===== config.mk =====
export PLATFORM = sky130hd
export DESIGN_NAME = vscale_fetch_queue
export DESIGN_NICKNAME = d
export VERILOG_FILES = /design/src/rtl/vscale_fetch_queue.sv
export SDC_FILE = /design/constraint.sdc
export NUM_CORES = 1
export LEC_CHECK = 0
export ABC_AREA = 1
export BUFFER_PORTS_ARGS = -buffer_cell sky130_fd_sc_hd__buf_2
export CAP_MARGIN = 20
export CORE_ASPECT_RATIO = 1.25
export CORE_MARGIN = 2
export CORE_UTILIZATION = 25
export CTS_CLUSTER_SIZE = 10
export DETAILED_ROUTE_END_ITERATION = 8
export GPL_ROUTABILITY_DRIVEN = 1
export MAX_ROUTING_LAYER = met4
export PLACE_DENSITY_LB_ADDON = 0.12
export SETUP_SLACK_MARGIN = 0.1
export SLEW_MARGIN = 30
export SYNTH_ARGS = -nofsm -noshare
export SYNTH_HDL_FRONTEND = slang
export SYNTH_SLANG_ARGS = --single-unit

===== constraint.sdc =====
create_clock -name clk -period 8.05 [get_ports clk]
set_input_delay 0 -clock clk [delete_from_list [all_inputs] [get_ports clk]]
set_output_delay 0 -clock clk [all_outputs]
set_load 0.05 [all_outputs]

===== src/rtl/vscale_fetch_queue.sv =====
// Instruction-fetch front end: issues sequential fetches into a DEPTH-entry
// prefetch queue and presents {pc, inst, badmem} to DX, flushing on redirect.
module vscale_fetch_queue #(
  parameter int                  XPR_LEN  = 32,
  parameter int                  DEPTH    = 4,
  parameter logic [XPR_LEN-1:0]  RESET_PC = '0
) (
  input  logic                         clk,
  input  logic                         reset,
  output logic                         imem_req,
  output logic [XPR_LEN-1:0]           imem_addr,
  input  logic                         imem_wait,
  input  logic [XPR_LEN-1:0]           imem_rdata,
  input  logic                         imem_badmem_e,
  input  logic                         redirect_valid,
  input  logic [XPR_LEN-1:0]           redirect_pc,
  output logic                         out_valid,
  input  logic                         out_ready,
  output logic [XPR_LEN-1:0]           out_pc,
  output logic [XPR_LEN-1:0]           out_inst,
  output logic                         out_badmem,
  output logic [$clog2(DEPTH+1)-1:0]   occupancy
);

  localparam int PW  = (DEPTH > 1) ? $clog2(DEPTH) : 1;
  localparam int CW  = $clog2(DEPTH+1);
  localparam int CW1 = CW + 1;
  localparam logic [XPR_LEN-1:0] RV_NOP = XPR_LEN'(32'h0000_0013);

  logic [XPR_LEN-1:0] pc_mem   [DEPTH];
  logic [XPR_LEN-1:0] inst_mem [DEPTH];
  logic               bad_mem  [DEPTH];

  logic [XPR_LEN-1:0] fetch_pc_q, fetch_pc_d;
  logic [XPR_LEN-1:0] inflight_pc_q, inflight_pc_d;
  logic               inflight_q, inflight_d;
  logic               halted_q, halted_d;
  logic [PW-1:0]      head_q, head_d;
  logic [PW-1:0]      tail_q, tail_d;
  logic [CW-1:0]      count_q, count_d;

  logic               deq, enq, accept;
  logic [CW-1:0]      count_eff;
  logic               inflight_eff, halted_eff;
  logic [CW1-1:0]     level, limit;

  function automatic logic [PW-1:0] ptr_inc(input logic [PW-1:0] p);
    return (p == PW'(DEPTH-1)) ? '0 : p + 1'b1;
  endfunction

  // Handshake: the head entry transfers to DX on a cycle where out_valid and
  // out_ready are both high and no redirect is present; otherwise it is held.
  assign out_valid  = (count_q != '0);
  assign out_pc     = out_valid ? pc_mem[head_q]   : '0;
  assign out_inst   = out_valid ? inst_mem[head_q] : RV_NOP;
  assign out_badmem = out_valid ? bad_mem[head_q]  : 1'b0;
  assign occupancy  = count_q;

  assign deq = out_valid & out_ready & ~redirect_valid;
  assign enq = inflight_q & ~redirect_valid & ~reset;

  // A redirect discards everything, so the issue check sees an empty machine.
  assign count_eff    = redirect_valid ? '0   : count_q;
  assign inflight_eff = redirect_valid ? 1'b0 : inflight_q;
  assign halted_eff   = redirect_valid ? 1'b0 : halted_q;

  assign level     = CW1'(count_eff) + CW1'(inflight_eff);
  assign limit     = CW1'(DEPTH) + CW1'(deq);
  assign imem_addr = redirect_valid ? redirect_pc : fetch_pc_q;
  assign imem_req  = ~reset & ~halted_eff & (level < limit);
  assign accept    = imem_req & ~imem_wait;

  always_comb begin
    fetch_pc_d    = accept ? imem_addr + XPR_LEN'(4) : imem_addr;
    inflight_d    = accept;
    inflight_pc_d = accept ? imem_addr : inflight_pc_q;
    tail_d        = enq ? ptr_inc(tail_q) : tail_q;
    head_d        = deq ? ptr_inc(head_q) : head_q;
    halted_d      = halted_q | (enq & imem_badmem_e);
    case ({enq, deq})
      2'b10:   count_d = count_q + 1'b1;
      2'b01:   count_d = count_q - 1'b1;
      default: count_d = count_q;
    endcase
    if (redirect_valid) begin
      head_d   = tail_q;
      count_d  = '0;
      halted_d = 1'b0;
    end
  end

  always_ff @(posedge clk) begin
    if (reset) begin
      fetch_pc_q    <= RESET_PC;
      inflight_pc_q <= '0;
      inflight_q    <= 1'b0;
      halted_q      <= 1'b0;
      head_q        <= '0;
      tail_q        <= '0;
      count_q       <= '0;
    end else begin
      fetch_pc_q    <= fetch_pc_d;
      inflight_pc_q <= inflight_pc_d;
      inflight_q    <= inflight_d;
      halted_q      <= halted_d;
      head_q        <= head_d;
      tail_q        <= tail_d;
      count_q       <= count_d;
    end
  end

  always_ff @(posedge clk) begin
    if (enq) begin
      pc_mem[tail_q]   <= inflight_pc_q;
      inst_mem[tail_q] <= imem_rdata;
      bad_mem[tail_q]  <= imem_badmem_e;
    end
  end

endmodule


After elaboration in Yosys (flattened, before gate mapping)

Memories as Yosys holds them, arrays and structs flattened. A register that Yosys moved wholly into a read port is not among the register bits.
Index checks and enable logic that the tools add are counted.
W data, S select, Z words.

Flip-flop bits (word level): 73
Bits in writable memories: 260
Input port bits: 70
Word-level logic and storage cells: 60
Memories: 3

Memories:

| name     | words | width | read ports | clocked after memory_dff | wr ports | RTL line | source |
|---|---|---|---|---|---|---|---|
| inst_mem | 4     | 32    | 1          | 1                        | 1        | 31       | `logic [XPR_LEN-1:0] inst_mem [DEPTH];` |
| pc_mem   | 4     | 32    | 1          | 1                        | 1        | 30       | `logic [XPR_LEN-1:0] pc_mem [DEPTH];` |
| bad_mem  | 4     | 1     | 1          | 1                        | 1        | 32       | `logic bad_mem [DEPTH];` |

Add/subtract/negate cells: 7
$lt $le $gt $ge: 1
Equal/unequal tests: 4
Muxes and demuxes: 21
Bitwise operators: 13
Reduce and logical (&&, ||, !) cells: 4

Operator list:

| operator                | count |
|---|---|
| $mux W32                | 4 |
| $add A32 B3 Y32 const B | 1 |
| $mux W2                 | 10 |
| $and A1 B1 Y1           | 8 |
| $eq A2 B2 Y1 const B    | 3 |
| $pmux W3 S2             | 1 |
| $mux W1                 | 5 |
| $add A2 B1 Y2 const B   | 2 |
| $add A3 B1 Y4           | 1 |
| $add A3 B1 Y4 const A   | 1 |
| $lt A4 B4 Y1            | 1 |
| $not A1 Y1              | 4 |
| $reduce_bool A2 Y1      | 2 |
| $add A3 B1 Y3 const B   | 1 |
| $mux W3                 | 1 |
| $reduce_bool A3 Y1      | 1 |
| $sub A3 B1 Y3 const B   | 1 |
| $eq A2 B1 Y1 const B    | 1 |
| $reduce_or A2 Y1        | 1 |
| $or A1 B1 Y1            | 1 |

Logic depth before layout (Yosys ltp)

Gate-level depths: netlist (run 1).

Depth after elaboration: 8
Gate-level depth with buffers: 16

Worst setup path after synthesis (run 1)

Ideal clock, no wire load.

Path kind: input to register
Start point: in redirect_valid
End point: mem bad_mem[0] (enable)
Arrival: 3535 ps
Required time: 7561 ps
Setup slack: 4026 ps
Stages: 6
Buffers on the path: 3
Cells stage by stage: buf_6 > buf_4 > buf_6 > nor2_1 > nand2_1 > nor2_1

Longest elaborated chain between the ends: 5

RTL lines:

| element                       | RTL line | source |
|---|---|---|
| start, declared               | 15       | `input logic redirect_valid,` |
| $not A1 Y1                    | 60       | `assign enq = inflight_q & ~redirect_valid & ~reset;` |
| $and A1 B1 Y1 (2 in series)   | 60       |  |
| $mux W1                       | 113      | `if (enq) begin` |
| $mux W1 (implied by the code) | 116      | `bad_mem[tail_q] <= imem_badmem_e;` |
| end, declared                 | 32       |  |

Every way passes these cells.

Worst setup path in the final report (run 1)

Start point: reg count_q[1], in the netlist occupancy[1]
End point: out out_pc[12]

Longest elaborated chain between the ends: 2

RTL lines:

| element                | RTL line | source |
|---|---|---|
| start, declared        | 40       | `logic [CW-1:0] count_q, count_d;` |
| start signal, assigned | 108      | `count_q <= count_d;` |
| $reduce_bool A3 Y1     | 53       | `assign out_valid = (count_q != '0);` |
| $mux W32               | 54       | `assign out_pc = out_valid ? pc_mem[head_q] : '0;` |
| end, declared          | 19       | `output logic [XPR_LEN-1:0] out_pc,` |

Every way passes these cells.

==> metrics, run 1 <==
status complete, no violations; PortBufs 171; Sum Neg Setup Slack 0 ps; top-count cell post-synth nor2_1; CTS tree done; slew margin rel. 0.4013; io pins 172; synthesized net count 1442; Antenna Cells 0; Final #Nets 1657; Die H 267.9 um; total track usage 0.1439; postcts setup bufs 0; Num CTS Buffers 41; VDD IR-drop max 0.0001105 V; reg-to-reg endpoint fetch_pc_q[21]; num rows 96; Final Cycle Share 0.3896; H-tree levels 2; hpwl dp 23450 um; Final GP Congestion 0.7465; R2R cell count 14; drt wl/cell 17.29 um; Synth top area share 0.5605; core area 55010 um2; largest net degree at the start of global routing 95; EDFF count, synth 260; Final Max Tran Viols 0; synth cell count leaders nor2_1 (332), edfxtp_1 (260), nand2_1 (191); die area 57630 um2; DRC 0; dominant cell type by area after synthesis edfxtp_1; CTS Root Cell clkbuf_16; P_leak 6.472 nW; flop2flop setup slack 5430 ps; Die X-Extent 215.1 um; Setup violations, final 0; Clock Pin Slew Worst Setup and Hold Paths 60 ps; CP endpoint kind output port; Pwr Density 223.9 nW/um2; 1st-iter DRT viols 439; crit path launch type flop; clock skew 12.81 ps; Avg Synthesized Cell Area 10.22 um2; ys async rst share 0; CP max FO 34; Final Hold Vio Count 0; clk_lat worst skew 550 ps; synthesized cell area 13930 um2; DRT Pass-1 Iters 4; count of state elements after synthesis 335; fmax 0.3188 GHz; Initial Util 0.2532; Max Buffers Root-to-Sink 3; initial antenna violation count 0; reg2reg start occupancy[0]; total grt overflow 0; worst slew pin tran 895.9 ps; Synth Warn # 0; Layout Area Growth over Synthesis 24.72%; RSZ-0062 raised after global routing no; Post-Synthesis Cells 1363; share of cells above drive strength 1 0.1785; number of global-route vias before repair 9994; Hold Path Sink fetch_pc_q[1]; crit path kind flop to output port; vias per std cell 4.303; HP Start reset; ANT nets after route 0; minimum clock period 3137 ps; worst endpoint data arrival time 3140 ps; Hold Path Stages 2; CTS sink cnt 335; Netlist cell types 36; Synth area leaders edfxtp_1 (56%), dfxtp_1 (11%), nor2_1 (8.9%), o21ai_0 (5.4%), nand2_1 (5.1%); sequential fraction of the synthesis area 0.6683; final WL 40410 um; worst hold path type input pin to flop; max_cap viols 0; DR vias 10060; number of fill cells 5814; ys flop type edfxtp_1; WP data required 8050 ps; Util after Layout 0.3158; first-pass GRT wire length 61310 um
## metal layers
metal,track usage,part of all wire,up-vias
met5,-,0,-
met4,0.03392,0.015,0
met3,0.02773,0.036,49
met2,0.2441,0.49,168
met1,0.1779,0.46,4778
li1,-,-,5060
## report_power, final
group / switching [mW] / internal (mW) / leakage [nW] / total (mW)
logic: 0.205 / 0.0860 / 2.94 / 0.291
clock network: 0.689 / 1.01 / 0.581 / 1.70
registers: 0.0166 / 1.89 / 2.95 / 1.90
total: 0.911 / 2.98 / 6.47 / 3.89
## state kept, by name, summed over array words and instances (netlist names), 2 cells and up, named ones only
name           count
bad_mem            4
fetch_pc_q        32
head_q             2
inflight_pc_q     32
inst_mem         128
occupancy          3
pc_mem           128
tail_q             2
## layout by cell type (no fill, tap or decap), drive strengths merged, types with 3 or more instances in the layout
master	count
clkinv	3
dfxtp	75
o21ai	156
or2	3
nor2	345
nand4	10
buf	183
a21oi	110
o311ai	3
dlygate4sd3	66
nand3	31
ha	8
inv	58
nand2	214
clkbuf	62
edfxtp	260
## cell families after synthesis
kind of cell / count (synthesis) / share of synthesized area
flip-flops: 335 / 0.6683
XOR/XNOR: 4 / 0.002516
buffers and inverters: 134 / 0.04186
adder cells (fa/ha/maj): 9 / 0.008624
AND/OR/NAND/NOR: 608 / 0.1786
AO/OA/AOI/OAI: 273 / 0.1001
## critical path: stages (launching register included)
cell,delay (ps)
dfxtp_1,350
inv_1,130
nand2_1,370
inv_2,700
buf_4,570
a21oi_1,180
buf_2,260
## metrics by stage
step	setup slack, ps	instance area (um2)	instances	power, mW	hold WS (ps)
detailed placement	4771	15480	2203	2.210	217.2
global placement	4607	15470	2203	2.208	222.5
global route	4633	17370	2337	4.063	38.66
finish	4913	17370	2337	3.890	29.89
floorplan	4026	13930	1363	2.118	98.87
CTS	4405	17350	2336	3.967	8.244
## final cells by class
class                   instances  area (um2)  area share
inverters                      57       221.5     0.01275
clock inverters                 5       56.30    0.003241
clock buffers                  62        1147     0.06605
multi-input cells             894        4084      0.2351
repair buffers                249        1627     0.09363
well taps                     735       919.6     0.05294
flip-flops and latches        335        9316      0.5363
## what timing repair did
action / CTS / global route
hold endpoints to repair: 191 / 0
gates resized for setup: 0 / 0
hold buffers: 66 / 0
## worst max-delay path by stage
stage	from	to	slack (ps)	depth (start not counted)
CTS	flop	out_pc[9]	4410	5
global route	flop	out_pc[12]	4630	6
finish	occupancy[1]	out_pc[12]	4910	6
floorplan	redirect_valid	bad_mem[0]	4030	6
global placement	redirect_valid	fetch_pc_q[18]	4610	12
detailed placement	redirect_valid	pc_mem[1][5]	4770	5
Note: power is estimated with default switching activity, not from simulation.
==> run 2: changes to the inputs <==
clock period = 3 ns   (was 8.05 ns; I/O delays follow)
==> run 2 against run 1 <==
Combinational power rose to 2.8 times the previous value. Critical path depth is 8 higher. Sequential power grew to 2.7 times the previous value. Via count rose by 1.3%. Design area is 1.7% higher. Count of clock-buffer cells in the layout is 2 higher. Wire length fell by 0.15%. Sequential cell count unchanged. Non-clock buffer count rose by 25. Clock skew shrank 4.0 ps. Worst setup slack got worse by 4600 ps. Largest cell class unchanged. Largest power group unchanged.
==> metrics, run 2 (synthesis results as in run 1) <==
combinational share of power 0.077 (+0.002); R2R cell count 14 (unchanged); Final Max Tran Viols 0 (unchanged); number of global-route vias before repair 10530 (+5.3%); share of cells above drive strength 1 0.1854 (+0.006863); io pins 172 (unchanged); Antenna Cells 0 (unchanged); RSZ-0062 raised after global routing no; clock power share 0.436 (about the same); CTS Root Cell clkbuf_16; WP data required 3430 ps (-4620 ps); Initial Util 0.2532 (unchanged); clock skew 8.830 ps (-3.984 ps); Max Buffers Root-to-Sink 3 (unchanged); Pwr Density 593.1 nW/um2 (+160%); Die H 267.9 um (unchanged); Sw Share 0.2358 (+0.001710); HP Start imem_rdata[28]; clk_lat worst skew 540 ps (about the same); core area 55010 um2 (unchanged); reg-to-reg endpoint fetch_pc_q[6]; dpl cells 2219 (+0.73%); reg2reg start inflight_q; hpwl dp 25030 um (+6.7%); ANT nets after route 0 (unchanged); register area 9316 um2 (unchanged); VDD IR-drop max 0.0003032 V (+170%); Internal Power 8.006 mW (+170%); total track usage 0.1447 (+0.0007615); crit path kind flop to flop; worst hold path type input pin to flop; worst endpoint data arrival time 3090 ps (-50 ps); P_leak 6.620 nW (+2.3%); met2 usage 0.2516 (+0.007522); worst slew pin tran 803.7 ps (-92.22 ps); initial antenna violation count 0 (unchanged); Final Hold Vio Count 0 (unchanged); Final GP Congestion 0.8420 (+13%); drt wl/cell 17.07 um (-1.3%); slew margin rel. 0.4634 (+0.06211); Hold Path Sink inst_mem[1][28]; largest net degree at the start of global routing 77 (-19%); CP endpoint kind flop; Die X-Extent 215.1 um (unchanged); CP dominant cell by count nand2_1; biggest regs inst_mem: 128 flops, pc_mem: 128 flops; Hold Path Stages 2 (unchanged); Multi-input gate area 4076 um2 (-0.18%); CTS sink cnt 335 (unchanged); GRT Max-Usage Layer met2; vias per std cell 4.309 (+0.16%); Sequential Power Share 0.488 (about the same); Num CTS Buffers 41 (unchanged); Final Non-Filler Cells 2364 (+1.2%); DRT Pass-1 Iters 4 (unchanged); final WL 40350 um (-0.15%); Setup violations, final 0 (unchanged); Final Cycle Share 0.8873; number of fill cells 5765 (-0.84%); GRT met1 Usage 0.1709 (-0.006959); max_cap viols 0 (unchanged); Clock Pin Slew Worst Setup and Hold Paths 60 ps (about the same); H-tree levels 2 (unchanged); 1st-iter DRT viols 454 (+3.4%); minimum clock period 2662 ps; Slowest cell on crit path dlygate4sd3_1; crit path launch type flop; DRC 0 (unchanged); status complete, no violations; CP max FO 16 (-53%); flop2flop setup slack 340 ps (-5090 ps); Layout Area Growth over Synthesis 26.82%; sw power 2.471 mW (+170%); grt met3 use 0.02943 (+0.001698); num rows 96 (unchanged); PortBufs 171 (unchanged); CTS tree done; first-pass GRT wire length 62040 um (+1.2%); total grt overflow 0 (unchanged); worst path cell trace inv_1, nor2_1, ha_1, ha_1, nor2_1, nand4_1, nand2_1, nand2_1, nor2_4, buf_4, nand3_1, nand2_1, a21oi_1, dlygate4sd3_1; Critical Path Max Stage Delay 550 ps (-150 ps); DR vias 10190 (+1.3%); leading cell type in the layout, fill and taps excluded nor2_1; Sum Neg Setup Slack 0 ps (unchanged); fmax 0.3757 GHz; commonest cells after routing, fill and taps aside nor2_1 (328), edfxtp_1 (260), nand2_1 (191); die area 57630 um2 (unchanged); Final #Nets 1682 (+1.5%)
[run 2: cell types whose count changed in the layout (fill, tap and decap cells not counted), sizes merged]
cell         before  now
buf             183  198
dlygate4sd3      66   76
clkbuf           62   64
bufinv            1    0
clkinv            3    4
[run 2: cell type report]
cell class | instances | share of cell area
Clock buffer | 64 | 0.06708
Timing Repair Buffer | 274 | 0.1087
Inverter | 57 | 0.01254
Clock inverter | 5 | 0.001487
Multi-Input combinational cell | 894 | 0.2308
Sequential cell | 335 | 0.5274
Tap cell | 735 | 0.05206
[run 2: how the worst max path moves through the flow]
stage | to | startpoint | slack (ps)
final | fetch_pc_q[6] | inflight_q | 340
after floorplan | bad_mem[0] | redirect_valid | 20
after global routing | fetch_pc_q[6] | inflight_q | 110
after CTS | out_inst[26] | occupancy[1] | 260
after global placement | fetch_pc_q[26] | redirect_valid | 750
after detailed placement | fetch_pc_q[26] | redirect_valid | 680
[run 2: timing repair]
item / 4_1_cts / 5_1_grt
hold endpoints to repair: 203 / 0
hold buffers: 76 / 0
gates resized for setup: 0 / 0
buffers inserted: 0 / 0
[run 2: power groups by stage]
stage | sequential, mW | combinational, mW | clock (mW)
final | 5.11 | 0.802 | 4.56
after global routing | 5.12 | 0.889 | 4.92
after CTS | 5.11 | 0.819 | 4.75
after detailed placement | 5.21 | 0.737 | 0
after global placement | 5.21 | 0.737 | 0
after floorplan | 5.18 | 0.500 | 0
[run 2: per-layer routing]
layer  up-vias  part of all wire
met5         -                 0
met4         0             0.019
met3        52             0.042
met2       199              0.50
met1      4831              0.44
li1       5105                 -
[run 2: metrics by stage]
step	total power, mW	util	hold WS (ps)	setup WS, ps	area [um2]
CTS	10.68	0.3211	173.1	262.8	17660
global placement	5.944	0.2853	218.7	746.8	15690
finish	10.48	0.3211	210.9	338.0	17660
global route	10.92	0.3211	200.3	106.9	17660
floorplan	5.684	-	98.87	18.80	13940
detailed placement	5.944	0.2853	220.9	675.7	15690
[run 2: critical path, delay by kind of cell (launching register included)]
kind,cells,cell delay [ps]
adder cells (fa/ha/maj),2,440
buffers and inverters,3,820
AND/OR/NAND/NOR,8,900
AO/OA/AOI/OAI,1,50
flip-flops,1,340
